## src/rtl/demux_serial_sequencer.sv

```systemverilog
// Serialises an 8-bit word onto a 1-to-8 demux: steps sel through the masked
// channels lowest first, holding each channel's select/bit/strobe for HOLD cycles.
module demux_serial_sequencer #(
   parameter int HOLD = 1
) (
   input  logic       clk,
   input  logic       rst_n,
   input  logic [7:0] word_i,
   input  logic [7:0] mask_i,
   input  logic       word_valid,
   output logic       word_ready,
   output logic [2:0] sel,
   output logic       bit_o,
   output logic       strobe,
   output logic       busy,
   output logic       done
);

   // Handshake: a word transfers on a rising edge where word_valid and word_ready
   // are both high; word_ready is high only in IDLE and does not depend on word_valid.
   typedef enum logic [1:0] {IDLE, SEND, DONE} state_t;

   localparam logic [3:0] HOLD_LAST = 4'(HOLD - 1);

   state_t     state, state_n;
   logic [7:0] word_r, word_n;
   logic [7:0] mask_r, mask_n;
   logic [2:0] ptr, ptr_n;
   logic [3:0] hold_cnt, hold_n;
   logic [2:0] sel_n;
   logic       bit_n, strobe_n, busy_n, done_n;
   logic [2:0] first_idx, next_idx;
   logic       next_found;

   assign word_ready = (state == IDLE);

   // Scanning downward leaves the lowest qualifying index in each result.
   always_comb begin
      first_idx  = '0;
      next_idx   = '0;
      next_found = 1'b0;
      for (int i = 7; i >= 0; i--) begin
         if (mask_i[i]) first_idx = 3'(i);
         if (mask_r[i] && (i > int'(ptr))) begin
            next_idx   = 3'(i);
            next_found = 1'b1;
         end
      end
   end

   always_comb begin
      state_n  = state;
      word_n   = word_r;
      mask_n   = mask_r;
      ptr_n    = ptr;
      hold_n   = hold_cnt;
      sel_n    = '0;
      bit_n    = 1'b0;
      strobe_n = 1'b0;
      busy_n   = 1'b0;
      done_n   = 1'b0;
      case (state)
         IDLE: begin
            if (word_valid) begin
               word_n = word_i;
               mask_n = mask_i;
               hold_n = '0;
               busy_n = 1'b1;
               if (mask_i != 8'h00) begin
                  state_n  = SEND;
                  ptr_n    = first_idx;
                  strobe_n = 1'b1;
                  sel_n    = first_idx;
                  bit_n    = word_i[first_idx];
               end else begin
                  state_n = DONE;
                  done_n  = 1'b1;
               end
            end
         end
         SEND: begin
            busy_n = 1'b1;
            if (hold_cnt == HOLD_LAST) begin
               hold_n = '0;
               if (next_found) begin
                  ptr_n    = next_idx;
                  strobe_n = 1'b1;
                  sel_n    = next_idx;
                  bit_n    = word_r[next_idx];
               end else begin
                  state_n = DONE;
                  done_n  = 1'b1;
               end
            end else begin
               hold_n   = hold_cnt + 4'd1;
               strobe_n = 1'b1;
               sel_n    = ptr;
               bit_n    = word_r[ptr];
            end
         end
         DONE:    state_n = IDLE;
         default: state_n = IDLE;
      endcase
   end

   always_ff @(posedge clk or negedge rst_n) begin
      if (!rst_n) begin
         state    <= IDLE;
         word_r   <= '0;
         mask_r   <= '0;
         ptr      <= '0;
         hold_cnt <= '0;
         sel      <= '0;
         bit_o    <= 1'b0;
         strobe   <= 1'b0;
         busy     <= 1'b0;
         done     <= 1'b0;
      end else begin
         state    <= state_n;
         word_r   <= word_n;
         mask_r   <= mask_n;
         ptr      <= ptr_n;
         hold_cnt <= hold_n;
         sel      <= sel_n;
         bit_o    <= bit_n;
         strobe   <= strobe_n;
         busy     <= busy_n;
         done     <= done_n;
      end
   end

endmodule
```

## config.mk

```make
export PLATFORM = sky130hd
export DESIGN_NAME = demux_serial_sequencer
export DESIGN_NICKNAME = d
export VERILOG_FILES = /design/src/rtl/demux_serial_sequencer.sv
export SDC_FILE = /design/constraint.sdc
export NUM_CORES = 1
export LEC_CHECK = 0
export CELL_PAD_IN_SITES_DETAIL_PLACEMENT = 0
export CELL_PAD_IN_SITES_GLOBAL_PLACEMENT = 1
export CORE_MARGIN = 5
export CORE_UTILIZATION = 32
export CTS_BUF_LIST = sky130_fd_sc_hd__clkbuf_8
export DETAILED_ROUTE_END_ITERATION = 7
export PLACE_DENSITY_LB_ADDON = 0.3
export REMOVE_ABC_BUFFERS = 1
export SKIP_LAST_GASP = 1
export SYNTH_ARGS = -nofsm -noshare
export SYNTH_HDL_FRONTEND = slang
export SYNTH_SLANG_ARGS = --single-unit
```

## constraint.sdc

```tcl
create_clock -name clk -period 2.45 [get_ports clk]
set_input_delay 0.6125 -clock clk [delete_from_list [all_inputs] [get_ports clk]]
set_output_delay 0.6125 -clock clk [all_outputs]
set_load 0.01 [all_outputs]
```

# After elaboration in Yosys (flattened, before gate mapping)
# Index checks and enable logic that the tools add are counted.
# W data, S select, Z words.
[word_totals] register_bits=32 input_bits=19 word_cells=105
[classes] n_addsub=1 n_lt_le_gt_ge=10 eq_ne=6 mux=63 n_reduce_logical=15
[ops] op="$mux W3" n=23
[ops] op="$mux W1" n=23
[ops] op="$gt A3 B3 Y1 const A" n=4
[ops] op="$lt A3 B4 Y1 const B" n=3
[ops] op="$pmux W3 S2" n=2
[ops] op="$bmux W1 S3" n=3
[ops] op="$mux W2" n=4
[ops] op="$mux W4" n=2
[ops] op="$ne A2 B2 Y1 const B" n=4
[ops] op="$pmux W1 S2" n=4
[ops] op="$pmux W4 S2" n=1
[ops] op="$reduce_bool A8 Y1" n=1
[ops] op="$logic_and A1 B1 Y1" n=7
[ops] op="$gt A2 B3 Y1 const A" n=2
[ops] op="$reduce_and A5 Y1" n=1
[ops] op="$add A4 B1 Y4 const B" n=1
[ops] op="$logic_not A4 Y1" n=1
[ops] op="$pmux W2 S2" n=1
[ops] op="$reduce_and A2 Y1" n=2
[ops] op="$gt A1 B3 Y1 const A" n=1
[ops] op="$reduce_and A3 Y1" n=1
[ops] op="$eq A2 B1 Y1 const B" n=1
[ops] op="$logic_not A2 Y1" n=1
[ops] op="$ne A2 B1 Y1 const B" n=1
[ops] op="$reduce_bool A2 Y1" n=1

# Depth between registers and ports, before layout
[depth] ltp_word=14 depth_mapped=8 ltp_nobuf=8

# Worst setup path before layout
# OpenSTA, ideal clock, no wires.
[synth_timing] path_type="input-to-reg" start="input port mask_i[5]" end="register ptr[0]" setup_ns=0.125 arrival_time_ns=1.697 path_slack_ns=0.628 path_stages=5 path_buffers=0 path_cell_list="nor4_1 -> nand3_1 -> nand3b_1 -> a21oi_4 -> mux2_4"
[synth_between] elab_chain_len=9 elab_cells_between_ends=12 classes_between="eq/ne: 1; mux: 9; reduce/logical: 2"
[synth_lines] element="from (decl)" line_no="9" text="input logic [7:0] mask_i,"
[synth_lines] element="$mux W3 (6 in series)" line_no="43" text="if (mask_i[i]) first_idx = 3'(i);"
[synth_lines] element="$mux W3" line_no="69" text="if (mask_i != 8'h00) begin"
[synth_lines] element="$mux W3" line_no="64" text="if (word_valid) begin"
[synth_lines] element="$pmux W3 S2" line_no="62" text="case (state)"
[synth_lines] element="to (signal assigned)" line_no="122" text="ptr <= ptr_n;"
[synth_lines] element="to (decl)" line_no="28" text="logic [2:0] ptr, ptr_n;"
# Parallel ways exist; a longest one is shown, timed or not. The select of a mux whose other input is x is not followed.
# A chain may end at the register's enable or synchronous reset.

# Worst setup path in the final report
[layout_timing] start="register ptr[0]" end="register bit_o"
[layout_between] elab_chain_len=14 elab_cells_between_ends=35 classes_between="order compare: 7; mux: 21; reduce/logical: 7"
[layout_lines] element="$gt A3 B3 Y1" line_no="44" text="if (mask_r[i] && (i > int'(ptr))) begin"
[layout_lines] element="$logic_and A1 B1 Y1" line_no="44"
[layout_lines] element="$mux W3 (7 in series)" line_no="44"
[layout_lines] element="$bmux W1 S3" line_no="89" text="bit_n = word_r[next_idx];"
[layout_lines] element="$mux W1 (not written as such)" line_no="89"
[layout_lines] element="$mux W1" line_no="85" text="if (next_found) begin"
[layout_lines] element="$mux W1 *" line_no="83" text="if (hold_cnt == HOLD_LAST) begin"
[layout_lines] element="$pmux W1 S2 *" line_no="62"
[layout_lines] element="named net bit_n" line_no="31" text="logic bit_n, strobe_n, busy_n, done_n;"
[layout_lines] element="to (signal assigned)" line_no="125" text="bit_o <= bit_n;"
[layout_lines] element="to (decl)" line_no="13" text="output logic bit_o,"
# The timed path passes the listed nets; every way through them passes the cells marked *. The select of a mux whose other input is x is not followed.

==> metrics.csv <==
stage,metric,value,unit
outcome,status,"finished, final reports clean",
layout,Layout area overhead,26.5,%
clock_tree,clock tree buffer depth,2,
logic_synthesis,sequential share of the synthesized area,40.2,%
setup_path,reg2reg setup slack,0.28,ns
grt,Total GRT Usage,13.9,%
layout,fillers,598,
clock_tree,clock root buffer master,clkbuf_8,
detailed_routing,Via density,5.37,
placed_design,Post-DP HPWL,3690,um
sta,Max transition margin,59.2,%
setup_path,Critical-path top delay cell,dfrtp_1,
logic_synthesis,ys async rst share,100,%
grt,vias in the first global route,1563,
clock_tree,clk slew on worst S/H paths,0.07,ns
setup_path,"most used cell, CP",o311ai_1,
setup_path,CP peak stage delay,0.67,ns
setup_path,CP Launch Type,flip-flop,
sta,min cycle time layout,2.17,ns
pwr,Sequential Power Share,31.0,%
layout,multi-input logic area,0.00105,mm^2
pwr,switching share of power,40.6,%
layout,NumNets Final,243,
detailed_routing,Wirelength per Cell,16.5,um
clock_tree,# H-tree levels,2,
clock_tree,Post-CTS Hold Buffers,0,
setup_path,CP Class,reg2reg,
floorplanning,die width,87.6,um
logic_synthesis,#FFs+latches synth,31,
layout,fraction of layout instances using a drive strength above 1,23.3,%
clock_tree,CTS sink cnt,31,
layout,register area,776,um^2
logic_synthesis,Syn Area/Cell,10.5,um^2
sta,fin crit share,88.4,%
detailed_routing,DRC Markers,0,
pwr,Pwr Total,3320,uW
hold_path,WHS Path Cells,1,
clock_tree,TritonCTS clock tree,built,
hold_path,hold wc startpoint,word_r[6]$_DFFE_PN0P_,
sta,Max Slew Vio Count,0,
detailed_routing,Detailed Routing Iterations Pass 1,4,
pwr,combinational fraction of design power,53.0,%
sta,Final Hold Viols,0,
setup_path,CP Data Required Time,2.61,ns
floorplanning,FP Rows,28,
setup_path,crit-path cells,mux4_1 -> or3_1 -> o311ai_1 -> inv_1 -> o311ai_1 -> o211ai_1,
setup_path,critical path data arrival time,2.33,ns
run,max cap viols,0,
setup_path,R2R depth,6,
grt,largest net degree at the start of global routing,32,
detailed_routing,starting DRC count in detailed routing,61,
logic_synthesis,Netlist cell types,54,
setup_path,CP max FO,14,
hold_path,Hold Path Class,reg2reg,
grt,first-pass GRT wire length,8070,um
detailed_routing,vias,1600,
floorplanning,Die Y,87.6,um
setup_path,RR Endpoint,bit_o$_DFF_PN0_,
setup_path,reg2reg start,ptr[0]$_DFFE_PN0P_,
grt,GR Overflow Total,0,
logic_synthesis,number of synthesized flops with an enable pin,0,
pwr,power density over the cells,1360,mW/mm^2
clock_tree,later-pin clock latency in the skew report,0.28,ns
logic_synthesis,Synth warnings,0,
floorplanning,Initial Util,32.8,%
grt,initial antenna violation count,0,
layout,Antenna diodes,0,
logic_synthesis,Mapped Cells,184,
setup_path,crit path capture type,flip-flop,
detailed_routing,Final Routed Wirelength,4900,um
clock_tree,CTS Buf Count,5,
clock_tree,"Setup Fix Bufs, Post-CTS",0,
placed_design,RD Place Congestion,0.863,
pwr,clock share of power,16.0,%
hold_path,hold endpoint,word_r[6]$_DFFE_PN0P_,
sta,worst clock skew,0.00550,ns
logic_synthesis,synthesized area,0.00193,mm^2
sta,RSZ-0062 raised after global routing,false,
sta,setup violators final,0,
pwr,Max VDD drop,0.000460,V
sta,Max Freq,0.462,GHz
floorplanning,Top Ports,27,
pwr,P_sw,1350,uW
detailed_routing,DRT antenna net count,0,
pwr,Static Leak,0.000991,uW
pwr,Internal Power,1970,uW
sta,Least-Margin Pin Slew,0.613,ns
clock_tree,Post-CTS Resized,0,
placed_design,Port Buffers,26,
floorplanning,die area,0.00768,mm^2
floorplanning,Std-Cell Core Area,0.00589,mm^2
sta,Fin Setup TNS,0,ns
logic_synthesis,top_reg_cell synth,dfrtp_1,
[layer usage]
metal / routed length [um] / GRT usage (%) / up-vias
li1: - / - / 764
met1: 2280 / 18.5 / 795
met2: 2320 / 22.1 / 32
met3: 211 / 3.20 / 9
met4: 101 / 4.88 / 0
met5: 0 / 0 / -
[stage by stage]
step / instance area [um^2] / std cells / hold slack [ns] / utilization (%) / worst slack, ns
2_1_floorplan: 1860 / 175 / 0.317 / - / 0.548
3_3_place_gp: 2320 / 290 / 0.515 / 39.4 / 0.0336
3_5_place_dp: 2320 / 290 / 0.514 / 39.4 / 0.0388
4_1_cts: 2440 / 298 / 0.531 / 41.4 / 0.276
5_1_grt: 2440 / 298 / 0.558 / 41.4 / 0.124
6_report: 2440 / 298 / 0.533 / 41.4 / 0.283
[how the worst max path moves through the flow]
| stage | cells after the start | end | startpoint |
|---|---|---|---|
| global placement | 7 | ptr[0]$_DFFE_PN0P_ | mask_i[5] |
| global route | 6 | bit_o$_DFF_PN0_ | ptr[0]$_DFFE_PN0P_ |
| floorplan | 6 | bit_o$_DFF_PN0_ | ptr[0]$_DFFE_PN0P_ |
| CTS | 6 | bit_o$_DFF_PN0_ | ptr[0]$_DFFE_PN0P_ |
| detailed placement | 7 | ptr[0]$_DFFE_PN0P_ | mask_i[5] |
| finish | 6 | bit_o$_DFF_PN0_ | ptr[0]$_DFFE_PN0P_ |
[synth_stat cells, types with 2 or more instances]
master    instances  share of area, %
dfrtp_1          31                40
nor2_1           16               3.1
mux2_2           15               8.8
nand2_1          11               2.1
inv_1             8               1.6
a21oi_1           7               1.8
o21ai_0           7               1.8
mux2i_1           5               2.6
nand2b_1          5               1.6
o21ai_1           5               1.3
buf_6             4               2.3
nand3_1           4               1.0
o32ai_1           4               1.8
clkbuf_1          3              0.58
nor2b_1           3              0.97
o22ai_1           3              0.97
o311ai_1          3               1.4
or3_1             3              0.97
a211o_1           2              0.91
a211oi_1          2              0.78
a21o_1            2              0.78
a221oi_1          2              0.91
and2_1            2              0.65
buf_2             2              0.52
ha_1              2               1.3
nor3_1            2              0.52
nor3b_1           2              0.78
o211ai_1          2              0.78
o31ai_2           2               1.3
[worst max-delay path: cells and delay by family, from the launching register on]
family | cells | cell delay, ns
buffers and inverters | 1 | 0.08
multiplexers | 1 | 0.63
AO/OA/AOI/OAI | 3 | 0.33
flip-flops | 1 | 0.67
AND/OR/NAND/NOR | 1 | 0.32
[placed cells by master, fill, tap and decap left out, types with 3 or more instances in the layout]
cell	synthesis	final
a21oi_1	7	7
dfrtp_1	31	31
clkbuf_8	0	6
nor2_1	16	16
or3_1	3	3
o21ai_0	7	7
mux2_2	15	15
o21ai_1	5	5
nand2b_1	5	5
o22ai_1	3	3
o32ai_1	4	4
mux2i_1	5	5
clkdlybuf4s50_1	0	26
nor2b_1	3	3
nand3_1	4	4
buf_4	0	14
o311ai_1	3	3
inv_1	8	8
nand2_1	11	11
[kinds of logic after synthesis]
group           count (synthesis)  synth area share (%)
simple gates                   55                  14.9
compound gates                 54                  23.3
flops                          31                  40.2
mux                            23                  14.7
buf+inv                        18                  5.19
fa+ha+maj                       2                  1.30
xor+xnor                        1                 0.454
[power groups by stage]
stage	Clock [uW]	Sequential, uW	Combinational, uW
CTS	552	1030	1780
floorplan	0	982	1250
detailed placement	0	1040	1770
finish	531	1030	1760
global route	574	1070	1950
global placement	0	1040	1760
[cell type report]
class | count | area share [%]
Tap cell | 75 | 3.85
Timing Repair Buffer | 40 | 15.0
Multi-Input combinational cell | 135 | 43.2
Inverter | 9 | 1.39
Clock buffer | 6 | 3.39
Clock inverter | 2 | 1.44
Sequential cell | 31 | 31.8
[registers in the layout, indices dropped and copies added, names as in the netlist]
register / cells
strobe: 1
busy: 1
mask_r: 7
bit_o: 1
sel: 3
ptr: 3
word_r: 8
state: 2
done: 1
hold_cnt: 4
(Power assumes the default switching activity.)
